### src/rtl/gate_sweep_pkg.sv
// Shared encodings for the gate sweep unit: gate operations and FSM states.
package gate_sweep_pkg;

  localparam logic [1:0] OP_AND  = 2'b00;
  localparam logic [1:0] OP_OR   = 2'b01;
  localparam logic [1:0] OP_NAND = 2'b10;
  localparam logic [1:0] OP_NOR  = 2'b11;

  localparam logic [1:0] ST_IDLE = 2'b00;
  localparam logic [1:0] ST_RUN  = 2'b01;
  localparam logic [1:0] ST_DONE = 2'b10;

endpackage

### src/rtl/gate_sweep_unit_gate_nway.sv
// N-input AND/OR/NAND/NOR reduction gate, purely combinational.
module gate_nway
  import gate_sweep_pkg::*;
#(
  parameter int unsigned WIDTH = 3
) (
  input  logic [WIDTH-1:0] a,
  input  logic [1:0]       op,
  output logic             s
);

  always_comb begin
    s = 1'b0;
    case (op)
      OP_AND:  s = &a;
      OP_OR:   s = |a;
      OP_NAND: s = ~&a;
      default: s = ~|a;
    endcase
  end

endmodule

### src/rtl/gate_sweep_unit.sv
// Exhaustive sweep of a WIDTH-input gate: streams every input vector and its
// result over valid/ready, counts accepted ones, and pulses done at the end.
module gate_sweep_unit
  import gate_sweep_pkg::*;
#(
  parameter int unsigned WIDTH = 3
) (
  input  logic             clk,
  input  logic             rst_n,
  input  logic             start,
  input  logic [1:0]       op,
  output logic [WIDTH-1:0] vec,
  output logic             res,
  output logic             res_valid,
  input  logic             res_ready,
  output logic             busy,
  output logic             done,
  output logic [WIDTH:0]   ones_count
);

  localparam int unsigned CW = WIDTH + 1;
  localparam logic [WIDTH-1:0] VEC_LAST = '1;

  logic [1:0]       state, state_nxt;
  logic [1:0]       op_q, op_nxt;
  logic [WIDTH-1:0] vec_nxt;
  logic [CW-1:0]    ones_nxt;
  logic             res_valid_nxt, busy_nxt, done_nxt;

  gate_nway #(.WIDTH(WIDTH)) u_gate (
    .a  (vec),
    .op (op_q),
    .s  (res)
  );

  // Flags are computed for the state being entered so they leave a flop.
  always_comb begin
    state_nxt     = state;
    op_nxt        = op_q;
    vec_nxt       = vec;
    ones_nxt      = ones_count;
    res_valid_nxt = 1'b0;
    busy_nxt      = 1'b0;
    done_nxt      = 1'b0;
    case (state)
      ST_IDLE: begin
        if (start) begin
          op_nxt        = op;
          vec_nxt       = '0;
          ones_nxt      = '0;
          state_nxt     = ST_RUN;
          res_valid_nxt = 1'b1;
          busy_nxt      = 1'b1;
        end
      end
      ST_RUN: begin
        res_valid_nxt = 1'b1;
        busy_nxt      = 1'b1;
        if (res_ready) begin
          ones_nxt = ones_count + CW'(res);
          if (vec == VEC_LAST) begin
            state_nxt     = ST_DONE;
            res_valid_nxt = 1'b0;
            done_nxt      = 1'b1;
          end else begin
            vec_nxt = vec + WIDTH'(1);
          end
        end
      end
      ST_DONE: begin
        state_nxt = ST_IDLE;
      end
      default: begin
        state_nxt = ST_IDLE;
      end
    endcase
  end

  always_ff @(posedge clk or negedge rst_n) begin
    if (!rst_n) begin
      state      <= ST_IDLE;
      op_q       <= OP_AND;
      vec        <= '0;
      ones_count <= '0;
      res_valid  <= 1'b0;
      busy       <= 1'b0;
      done       <= 1'b0;
    end else begin
      state      <= state_nxt;
      op_q       <= op_nxt;
      vec        <= vec_nxt;
      ones_count <= ones_nxt;
      res_valid  <= res_valid_nxt;
      busy       <= busy_nxt;
      done       <= done_nxt;
    end
  end

endmodule

### config.mk
export PLATFORM = sky130hd
export DESIGN_NAME = gate_sweep_unit
export DESIGN_NICKNAME = d
export VERILOG_FILES = /design/src/rtl/gate_sweep_pkg.sv /design/src/rtl/gate_sweep_unit_gate_nway.sv /design/src/rtl/gate_sweep_unit.sv
export SDC_FILE = /design/constraint.sdc
export NUM_CORES = 1
export LEC_CHECK = 0
export ABC_AREA = 1
export CAP_MARGIN = 20
export CELL_PAD_IN_SITES_DETAIL_PLACEMENT = 1
export CELL_PAD_IN_SITES_GLOBAL_PLACEMENT = 1
export CORE_MARGIN = 2
export CORE_UTILIZATION = 35
export DETAILED_ROUTE_END_ITERATION = 12
export PLACE_DENSITY = 0.85
export SLEW_MARGIN = 20
export SYNTH_ARGS = -nofsm -noshare
export SYNTH_HDL_FRONTEND = slang
export SYNTH_HIERARCHICAL = 1
export SYNTH_SLANG_ARGS = --single-unit
### constraint.sdc
create_clock -name clk -period 3.25 [get_ports clk]
set_clock_uncertainty 0.2 [all_clocks]
set_input_delay 0.8125 -clock clk [delete_from_list [all_inputs] [get_ports clk]]
set_output_delay 0.8125 -clock clk [all_outputs]
set_load 0.03 [all_outputs]
; Word-level counts from Yosys, hierarchy flattened
; Cells that the tools add are included.
; Widths: inputs -> output; s select.
[word_totals]
reg_bits = 14
wordCells = 48
[classes]
n_addsub = 2
eq_ne = 8
muxes = 20
reduce_logical = 11
[op_table]
columns = op, n
row1 = $mux 3, 3
row2 = $reduce_and 3->1, 3
row3 = $mux 4, 2
row4 = $ne 2x2->1 const B, 4
row5 = $pmux 4 s2, 1
row6 = $mux 1, 6
row7 = $mux 2, 3
row8 = $pmux 3 s2, 1
row9 = $add 4x1->4, 1
row10 = $eq 2x1->1 const B, 2
row11 = $logic_not 2->1, 2
row12 = $pmux 1 s2, 2
row13 = $pmux 2 s2, 1
row14 = $reduce_and 4->1, 1
row15 = $add 3x1->3 const B, 1
row16 = $eq 3x3->1 const B, 1
row17 = $pmux 1 s3, 1
row18 = $reduce_or 3->1, 1
row19 = $eq 2x2->1 const B, 1
row20 = $logic_not 1->1, 2
row21 = $reduce_and 2->1, 1
row22 = $reduce_bool 2->1, 1

; Longest topological paths before layout
; Gate-level depths: netlist of run 1.
[logic_depth]
word_depth = 6
mapped_depth = 10

; Hierarchy
; Netlist of run 1, hierarchy kept.
[modules_own_cells]
columns = module, n_inst, cells_each, area_per_inst_um2, seq_area_each_um2
row1 = gate_sweep_unit, 1, 72, 656.9, 350.3
row2 = gate_nway, 1, 18, 72.6, 0.0

; Worst setup path before layout of run 1
; Ideal clock, no wire load.
[synth_timing]
kind = reg-to-reg
start = register vec[0]
end = register ones_count[2]
setup_ps = 118
t_arrival_ps = 1950
required_time_ps = 2932
slack_ps = 982
path_stages_with_launch = 10
cell_sequence = dfrtp_1 nor2_1 nand2_1 nand2_1 nand4_1 ha_1 ha_1 xor2_1 nand3_1 nand2_1
[synth_via]
elab_chain_len = 6
[synth_lines]
columns = item, line
row1 = "start, declared", gate_sweep_unit.sv:12  ; output logic [WIDTH-1:0] vec,
row2 = "start signal, assigned", gate_sweep_unit.sv:91  ; vec <= vec_nxt;
row3 = $reduce_or 3->1 / $reduce_and 3->1 (equally long branches), -
row4 = $logic_not 1->1 (on tied branches), "gate_sweep_unit_gate_nway.sv:18, gate_sweep_unit_gate_nway.sv:17"
row5 = $pmux 1 s3 *, gate_sweep_unit_gate_nway.sv:14  ; case (op)
row6 = named net res, gate_sweep_unit.sv:13  ; output logic res,
row7 = $add 4x1->4 *, gate_sweep_unit.sv:60  ; ones_nxt = ones_count + CW'(res);
row8 = $mux 4 *, gate_sweep_unit.sv:59  ; if (res_ready) begin
row9 = $pmux 4 s2 *, gate_sweep_unit.sv:45  ; case (state)
row10 = "end signal, assigned", gate_sweep_unit.sv:92  ; ones_count <= ones_nxt;
row11 = "end, declared", gate_sweep_unit.sv:18  ; output logic [WIDTH:0] ones_count
; The timed path passes the listed nets; every way through them passes the cells marked *. The select of a mux whose other input is x is not followed.
; A chain may end at the register's enable or synchronous reset.

; Final worst setup path of run 1
[layout_timing]
start = register vec[0]
end = output res
[layout_via]
elab_chain_len = 3
[layout_lines]
columns = item, line
row1 = $reduce_or 3->1 / $reduce_and 3->1 (equally long branches), -
row2 = $logic_not 1->1 (on tied branches), "gate_sweep_unit_gate_nway.sv:18, gate_sweep_unit_gate_nway.sv:17"
row3 = $pmux 1 s3 *, gate_sweep_unit_gate_nway.sv:14
row4 = "end, declared", gate_sweep_unit.sv:13
; Mark *: on every way between the ends. The rest lies on a longest branch, timed or not.

==> results.sh, run 1 <==
export IMPL_synth_edf_count=0
export IMPL_cts_tree="done"
export IMPL_grt_start_max_net_pins=15
export IMPL_max_cap_viol_count=0
export IMPL_core_sq_um=1962
export IMPL_leakage_nw=0.4960
export IMPL_postSynthCellCount=90
export IMPL_rsz0062_at_grt="no"
export IMPL_max_freq_mhz=357.5
export IMPL_dr_pass1_iters=4
export IMPL_path_max_fanout=7
export IMPL_period_share_pct=86.08
export IMPL_hpwl_microns=1362
export IMPL_grt_usage_pct=16.00
export IMPL_die_area_sq_um=2465
export IMPL_hold_violations=0
export IMPL_cts_resized_gates=0
export IMPL_ys_types=16
export IMPL_cp_slowest_cell="clkdlybuf4s50_1"
export IMPL_die_y_microns=49.65
export IMPL_path_buf_inv=1
export IMPL_clkTransAtPathRegs_ns=0.08
export IMPL_power_w=0.0008808
export IMPL_synth_top_area_share_pct=48.03
export IMPL_area_delta_synth_final_pct=29.67
export IMPL_met3_usage_pct=1.818
export IMPL_place_area_sq_um=923.4
export IMPL_drc=0
export IMPL_layout_nets=121
export IMPL_layout_cell_area_non_filler_sq_um=945.9
export IMPL_min_path_type="reg -> reg"
export IMPL_cts_root_buf="clkbuf_4"
export IMPL_cts_hold_buf=0
export IMPL_synth_area_top_cells="dfrtp_1 48%, nand2_1 16%, nand3_1 8.2%"
export IMPL_drt_iter0_markers=4
export IMPL_cp_end_kind="primary output"
export IMPL_stdcell_count=136
export IMPL_detail_route_antenna_nets=0
export IMPL_synth_ff_type="dfrtp_1"
export IMPL_tightest_slew_ns=0.6238
export IMPL_vias=650
export IMPL_cts_setup_buffers=0
export IMPL_outcome="completed"
export IMPL_grt_pass1_vias=689
export IMPL_drive_gt1_share_pct=11.01
export IMPL_use_met1_pct=19.11
export IMPL_viasPerCell=4.779
export IMPL_arrival_ns=1.79
export IMPL_fin_crit_ns=2.798
export IMPL_maxSlewViolCount=0
export IMPL_gp_congestion=0.7559
export IMPL_netlist_area_sq_um=729.5
export IMPL_synth_avg_cell_area_sq_um=8.105
export IMPL_grt_busiest_layer="met2"
export IMPL_cp_required_ns=2.24
export IMPL_path_cells="nor2_1 > nand3_1 > nand4_1 > clkdlybuf4s50_1"
export IMPL_placed_cells=133
export IMPL_setup_violations=0
export IMPL_gr_total_overflow=0
export IMPL_antenna_found_initial=0
export IMPL_synthArstFlopShare_pct=100.0
export IMPL_grt_pass1_wl_microns=2980
export IMPL_crit_type="reg -> out"
export IMPL_clk_insertion_delay_late_ns=0.27
export IMPL_initial_core_util_pct=37.18
export IMPL_numCtsBuffers=3
export IMPL_port_buffers=16
export IMPL_yosysWarnings=6
export IMPL_power_density_nw_per_um2=931.2
export IMPL_num_rows=16
export IMPL_cts_buffer_depth=2
export IMPL_dieWidth_microns=49.65
export IMPL_boundaryPins=17
export IMPL_n_antenna_cell=0
export IMPL_yosysMostFrequentCell="nand2_1"
export IMPL_synth_fp_nets=100
export IMPL_synth_top_cell_by_area="dfrtp_1"
export IMPL_irDropWorstVdd_uv=386.7
export IMPL_max_stage_delay_ns=0.69
export IMPL_wl_per_cell_microns=12.59
export IMPL_synth_seq_cells=14
export IMPL_slew_headroom_pct=58.28
export IMPL_ys_seq_area_share_pct=48.03
export IMPL_synth_top_cells_by_count="32 x nand2_1, 14 x dfrtp_1, 12 x nand3_1, 9 x nor2_1, 7 x inv_1"
export IMPL_clock_sinks=14
export IMPL_grt_use_met2_pct=27.33
export IMPL_critPathTopFamily="buffers and inverters"
export IMPL_startpoint_type="flip-flop"
export IMPL_finalSetupTns_ns=0
export IMPL_wl_microns=1712
export IMPL_cts_max_level=1
==> per-layer routing <==
layer / wire length, microns / vias to the layer above
met1: 710 / 316
met3: 38 / 2
met4: 19 / 0
met5: 0 / -
met2: 943 / 7
li1: - / 325
==> final cells by class <==
class | count | area, sq um
Inverter | 9 | 33.78
Sequential cell | 14 | 350.3
Fill cell | 263 | 1016
Clock buffer | 3 | 22.52
Multi-Input combinational cell | 67 | 345.3
Timing Repair Buffer | 16 | 160.2
Tap cell | 27 | 33.78
==> kinds of logic after synthesis <==
family / after synthesis / share of synthesized area (%)
and+or+nand+nor: 61 / 38.59
DFF: 14 / 48.03
buffers and inverters: 9 / 4.632
adders and majority gates: 4 / 6.861
xor gates and xnor gates: 1 / 1.201
AOI/OAI and AO/OA: 1 / 0.6854
==> flip-flops by register name, summed over array words and instances (netlist names) <==
signal / count
ones_count: 4
state: 2
res_valid: 1
op_q: 2
busy: 1
vec: 3
done: 1
==> stage by stage <==
step | utilization, % | hold slack [ns] | setup WS (ns)
3_5_place_dp | 47.07 | 0.3354 | 0.7352
6_report | 48.21 | 0.3402 | 0.4524
2_1_floorplan | - | 0.3059 | 0.9825
4_1_cts | 48.21 | 0.3463 | 0.4182
3_3_place_gp | 47.07 | 0.3166 | 0.8092
5_1_grt | 48.21 | 0.3793 | 0.3233
==> placed cells by master (no fill, tap or decap) <==
cell,synthesis,final
a21oi_1,1,1
clkbuf_4,0,3
clkdlybuf4s50_1,0,16
dfrtp_1,14,14
ha_1,4,4
inv_1,7,7
inv_2,2,2
nand2_1,32,32
nand2_2,1,1
nand2_4,1,1
nand3_1,12,12
nand3_2,1,1
nand4_1,1,1
nor2_1,9,9
nor2_2,2,2
nor2_4,1,1
nor3_2,1,1
xor2_1,1,1
==> final timing paths <==
check	from	end	slack, ns	depth (start not counted)
setup / recovery	vec[0]	res	0.45	4
hold / removal	ones_count[3]	ones_count[3]	0.34	3
setup reg to reg	vec[0]	ones_count[2]	1.34	9
hold reg to reg	ones_count[3]	ones_count[3]	0.34	3
max in group asynchronous	rst_n	ones_count[0]	1.73	1
min in group asynchronous	rst_n	done	0.72	1
==> worst register-to-register path: stages (launching register included) <==
cell,delay (ns)
dfrtp_1,0.45
nor2_1,0.16
nand2_1,0.08
nand2_1,0.06
nand4_1,0.11
ha_1,0.26
ha_1,0.20
xor2_1,0.16
nand3_1,0.08
nand2_1,0.05
==> report_power, final <==
| part | switching (W) | total (W) | internal (W) | leakage, nW |
|---|---|---|---|---|
| Clock | 0.0000516 | 0.0000945 | 0.0000429 | 0.0138 |
| Combinational | 0.000291 | 0.000479 | 0.000188 | 0.309 |
| Sequential | 0.0000715 | 0.000307 | 0.000236 | 0.174 |
| Total | 0.000414 | 0.000881 | 0.000466 | 0.496 |
No activity file was read; power rests on OpenSTA's default activity.
==> inputs of run 2 (changes only) <==
- SETUP_SLACK_MARGIN: not set -> 0.5
==> run 2 against run 1 <==
Against the previous run:
- worst setup slack improved by 0.27 ns
- cell count did not move
- critical path depth rose by 1
- hold slack did not move
- sequential power barely moved
- highest routed layer unchanged
- clock power barely moved
- fmax rose by 11%
- utilization fell by 0.064 points
- critical endpoint unchanged
==> results.sh, run 2 (synthesized netlist as in run 1, its figures left out) <==
export IMPL_arrival_ns=1.52
export IMPL_layout_commonest_cell="nand2_1"
export IMPL_period_share_pct=77.82
export IMPL_p_seq_share_pct=35.2
export IMPL_slew_headroom_pct=58.28
export IMPL_grt_usage_pct=16.00
export IMPL_gr_total_overflow=0
export IMPL_cts_root_buf="clkbuf_4"
export IMPL_drive_gt1_share_pct=11.01
export IMPL_top_regs="ones_count: 4 flops, vec: 3 flops"
export IMPL_tightest_slew_ns=0.6238
export IMPL_met2_length_microns=943
export IMPL_core_sq_um=1962
export IMPL_cp_end_kind="primary output"
export IMPL_layout_cell_area_non_filler_sq_um=944.7
export IMPL_multi_input_area_sq_um=345.3
export IMPL_drt_iter0_markers=4
export IMPL_wl_per_cell_microns=12.60
export IMPL_clock_sinks=14
export IMPL_port_buffers=16
export IMPL_outcome="completed"
export IMPL_path_max_fanout=7
export IMPL_setup_violations=0
export IMPL_die_area_sq_um=2465
export IMPL_num_rows=16
export IMPL_dieWidth_microns=49.65
export IMPL_power_density_nw_per_um2=923.7
export IMPL_register_area_sq_um=350.3
export IMPL_topRoutingLayerUsed="met4"
export IMPL_antenna_found_initial=0
export IMPL_crit_type="reg -> out"
export IMPL_finalSetupTns_ns=0
export IMPL_fin_crit_ns=2.529
export IMPL_die_y_microns=49.65
export IMPL_final_cell_mix="32 x nand2_1, 15 x clkdlybuf4s50_1, 14 x dfrtp_1"
export IMPL_fillers=263
export IMPL_cts_max_level=1
export IMPL_dr_pass1_iters=4
export IMPL_largest_register="ones_count"
export IMPL_viasPerCell=4.779
export IMPL_largest_register_ffs=4
export IMPL_clockPowerShare_pct=10.8
export IMPL_hold_violations=0
export IMPL_initial_core_util_pct=37.18
export IMPL_maxSlewViolCount=0
export IMPL_detail_route_antenna_nets=0
export IMPL_vias=650
export IMPL_cts_buffer_depth=2
export IMPL_clkTransAtPathRegs_ns=0.08
export IMPL_grt_pass1_wl_microns=2980
export IMPL_stdcell_count=136
export IMPL_numCtsBuffers=3
export IMPL_max_freq_mhz=395.4
export IMPL_leakage_nw=0.4983
export IMPL_reg2reg_depth=9
export IMPL_area_delta_synth_final_pct=29.50
export IMPL_cts_tree="done"
export IMPL_irDropWorstVdd_uv=384.5
export IMPL_max_cap_viol_count=0
export IMPL_layout_nets=121
export IMPL_boundaryPins=17
export IMPL_drc=0
export IMPL_rsz0062_at_grt="no"
export IMPL_wl_met1_microns=711
export IMPL_min_path_type="reg -> reg"
export IMPL_startpoint_type="flip-flop"
export IMPL_gp_congestion=0.7559
export IMPL_comb_power_share_pct=54.0
export IMPL_hpwl_microns=1362
export IMPL_cellInternalPower_w=0.0004586
export IMPL_cp_required_ns=2.24
export IMPL_n_antenna_cell=0
export IMPL_p_switching_w=0.0004140
export IMPL_min_path_cells=3
export IMPL_placed_cells=133
export IMPL_grt_start_max_net_pins=15
export IMPL_grt_pass1_vias=689
export IMPL_clk_insertion_delay_late_ns=0.27
export IMPL_fin_hold_ws_ns=0.3402
export IMPL_sw_frac_of_total_pct=47.45
export IMPL_place_area_sq_um=923.4
export IMPL_wl_met3_microns=38
export IMPL_wl_microns=1713
[run 2: cell type report]
class                           instances  share of cell area, %
Clock buffer                            3                  2.384
Inverter                                9                  3.576
Multi-Input combinational cell         67                  36.56
Sequential cell                        14                  37.09
Tap cell                               27                  3.576
Timing Repair Buffer                   16                  16.82
[run 2: metrics by stage]
step                power (W)  worst slack (ns)  utilization (%)
global route        0.0009506            0.5789            48.15
CTS                 0.0008891            0.6874            48.15
global placement    0.0007739            0.8092            47.07
detailed placement  0.0007937            0.7352            47.07
floorplan           0.0006026            0.9825                -
finish              0.0008726            0.7209            48.15
[run 2: repair_timing]
item	CTS	global route
endpoints found under the setup margin	1	0
endpoints found under the hold margin	0	0
resized for setup	1	0
setup buffers	0	0
hold buffers	0	0
[run 2: layer usage]
| metal | GRT usage [%] | vias up |
|---|---|---|
| li1 | - | 325 |
| met1 | 19.11 | 316 |
| met5 | 0 | - |
| met3 | 1.818 | 2 |
| met2 | 27.33 | 7 |
| met4 | 9.722 | 0 |
[run 2: worst max-delay path, stage by stage, from the launching register on]
cell and delay [ns]:
dfrtp_1 0.45, nor2_1 0.16, nand2_1 0.08, nand2_1 0.06
nand4_1 0.11, dlygate4sd2_1 0.38
[run 2: power by group through the flow]
stage	logic [W]	registers [W]	clock network, W
after floorplan	0.000218	0.000385	0
after global placement	0.000469	0.000305	0
after detailed placement	0.000484	0.000310	0
after CTS	0.000480	0.000307	0.000102
after global routing	0.000515	0.000323	0.000112
final	0.000471	0.000307	0.0000945
[run 2: worst paths after layout]
| kind | startpoint | slack, ns | end |
|---|---|---|---|
| worst max-delay path | vec[0] | 0.72 | res |
| worst min-delay path | ones_count[3] | 0.34 | ones_count[3] |
| worst max register to register | vec[0] | 1.34 | ones_count[2] |
| worst min register to register | ones_count[3] | 0.34 | ones_count[3] |
| max in group asynchronous | rst_n | 1.73 | ones_count[0] |
| min in group asynchronous | rst_n | 0.72 | done |
==> inputs of run 3 (changes only) <==
- CORE_UTILIZATION: 35 -> 31
- PLACE_DENSITY: 0.85 -> 0.8
- clock period: 3.25 -> 2 ns (I/O delays scaled with it)
==> run 3 against run 2 <==
Against the previous run:
- sequential power up 66%
- flip-flop and latch count unchanged
- cell count up 11%
- register-to-register slack worse by 1.2 ns
- combinational power rose to 2.5 times the previous value
- design area up 27%
- global-route usage up 2.2 points
- utilization up 6.2 points
- clock power up 120%
- die area up 12%
- hold slack worse by 0.077 ns
- largest power group unchanged
==> results.sh, run 3 (synthesized netlist as in run 1, its figures left out) <==
export IMPL_outcome="completed"
export IMPL_setup_violations=0
export IMPL_slew_headroom_pct=78.30
export IMPL_layout_commonest_cell="nand2_1"
export IMPL_hpwl_microns=1419
export IMPL_fin_crit_ns=1.999
export IMPL_num_rows=17
export IMPL_layout_nets=134
export IMPL_wl_per_cell_microns=15.54
export IMPL_initial_core_util_pct=32.98
export IMPL_setup_slack_ns=0.001245
export IMPL_period_share_pct=99.94
export IMPL_gp_congestion=0.7277
export IMPL_gr_total_overflow=0
export IMPL_drive_gt1_share_pct=47.97
export IMPL_tightest_slew_ns=0.3244
export IMPL_cts_buffer_depth=2
export IMPL_drc=0
export IMPL_p_switching_w=0.0008608
export IMPL_maxSlewViolCount=0
export IMPL_die_area_sq_um=2757
export IMPL_vias=736
export IMPL_dp_slack_ns=0.1682
export IMPL_area_delta_synth_final_pct=64.84
export IMPL_final_cell_mix="28 x nand2_1, 13 x buf_6, 11 x buf_4"
export IMPL_rsz0062_at_grt="yes"
export IMPL_cp_end_kind="primary output"
export IMPL_rr_endpoint="ones_count[2]"
export IMPL_wl_microns=2347
export IMPL_largest_register="ones_count"
export IMPL_port_buffers=16
export IMPL_grt_pass1_wl_microns=3574
export IMPL_n_antenna_cell=0
export IMPL_crit_type="reg -> out"
export IMPL_detail_route_antenna_nets=0
export IMPL_place_area_sq_um=950.9
export IMPL_comb_power_share_pct=62.2
export IMPL_dr_pass1_iters=4
export IMPL_cellInternalPower_w=0.001045
export IMPL_rrSetupSlack_ns=0.11
export IMPL_cts_max_level=1
export IMPL_viasPerCell=4.874
export IMPL_sw_frac_of_total_pct=45.18
export IMPL_grt_pass1_vias=791
export IMPL_power_w=0.001905
export IMPL_clockPowerShare_pct=11.1
export IMPL_power_density_nw_per_um2=1585
export IMPL_min_path_type="in -> async"
export IMPL_top_regs="ones_count: 4 flops, vec: 3 flops"
export IMPL_fin_hold_ws_ns=0.2634
export IMPL_cts_tree="done"
export IMPL_p_seq_share_pct=26.7
export IMPL_arrival_ns=1.30
export IMPL_leakage_nw=0.6072
export IMPL_clkTransAtPathRegs_ns=0.09
export IMPL_path_max_fanout=4
export IMPL_grt_start_max_net_pins=11
export IMPL_max_freq_mhz=500.3
export IMPL_numCtsBuffers=3
export IMPL_cp_required_ns=1.30
export IMPL_drt_iter0_markers=9
export IMPL_irDropWorstVdd_uv=924.7
export IMPL_core_sq_um=2212
export IMPL_dieWidth_microns=52.51
export IMPL_boundaryPins=17
export IMPL_r2r_start="vec[1]"
export IMPL_reg2reg_depth=10
export IMPL_layout_cell_area_non_filler_sq_um=1202
export IMPL_clock_sinks=14
export IMPL_hold_violations=0
export IMPL_cts_root_buf="clkbuf_4"
export IMPL_max_cap_viol_count=0
export IMPL_die_y_microns=52.51
export IMPL_antenna_found_initial=0
export IMPL_startpoint_type="flip-flop"
export IMPL_clk_insertion_delay_late_ns=0.29
export IMPL_largest_register_ffs=4
export IMPL_grt_usage_pct=18.25
==> run 3: power by group through the flow <==
| stage | clock network [W] | logic (W) | registers [W] |
|---|---|---|---|
| after floorplan | 0 | 0.000368 | 0.000639 |
| after global placement | 0 | 0.000755 | 0.000511 |
| after detailed placement | 0 | 0.000786 | 0.000524 |
| after CTS | 0.000213 | 0.00105 | 0.000492 |
| after global routing | 0.000222 | 0.00126 | 0.000527 |
| final | 0.000212 | 0.00119 | 0.000509 |
==> run 3: timing repair <==
action                                  4_1_cts  5_1_grt
setup buffers                                 8        4
endpoints found under the setup margin       18       20
hold buffers                                  0        0
pin swaps                                    11        9
resized for setup                            73       24
==> run 3: metal layers <==
metal  track usage, %  up-vias  share of wire [%]
met5                0        -                  0
met4            7.692        0                2.9
met3            4.000        7                2.5
met2            32.71       17                 56
met1            20.58      360                 39
li1                 -      352                  -
==> run 3: worst max path at each step <==
stage | endpoint | cells past startpoint | slack [ns] | from
2_1_floorplan | ones_count[2] | 9 | -0.14 | vec[0]
3_3_place_gp | ones_count[2] | 9 | 0.20 | vec[0]
3_5_place_dp | ones_count[3] | 6 | 0.17 | res_ready
4_1_cts | res | 5 | 0.03 | vec[1]
5_1_grt | res | 5 | -0.05 | vec[1]
6_report | res | 5 | 0.001 | vec[1]
==> run 3: critical path, stage by stage (launching register included) <==
cell and delay (ns):
dfrtp_2 0.44, nor2_2 0.13, nand2_1 0.06, nand2_1 0.06, nand4_1 0.14, buf_6 0.18
==> run 3: final cells by class <==
type	count	area (sq um)
repair buffers	29	279.0
clock buffers	4	36.28
flip-flops and latches	14	357.8
inverters	9	33.78
fillers	267	1010
well taps	28	35.03
multi-input cells	67	460.4
==> run 3: metrics by stage <==
stage / std cells / utilization (%) / setup TNS (ns)
after floorplan: 90 / - / -0.1732
after global placement: 135 / 42.99 / 0
after detailed placement: 135 / 42.99 / 0
after CTS: 147 / 50.40 / 0
after global routing: 151 / 54.36 / -0.05375
final: 151 / 54.36 / 0
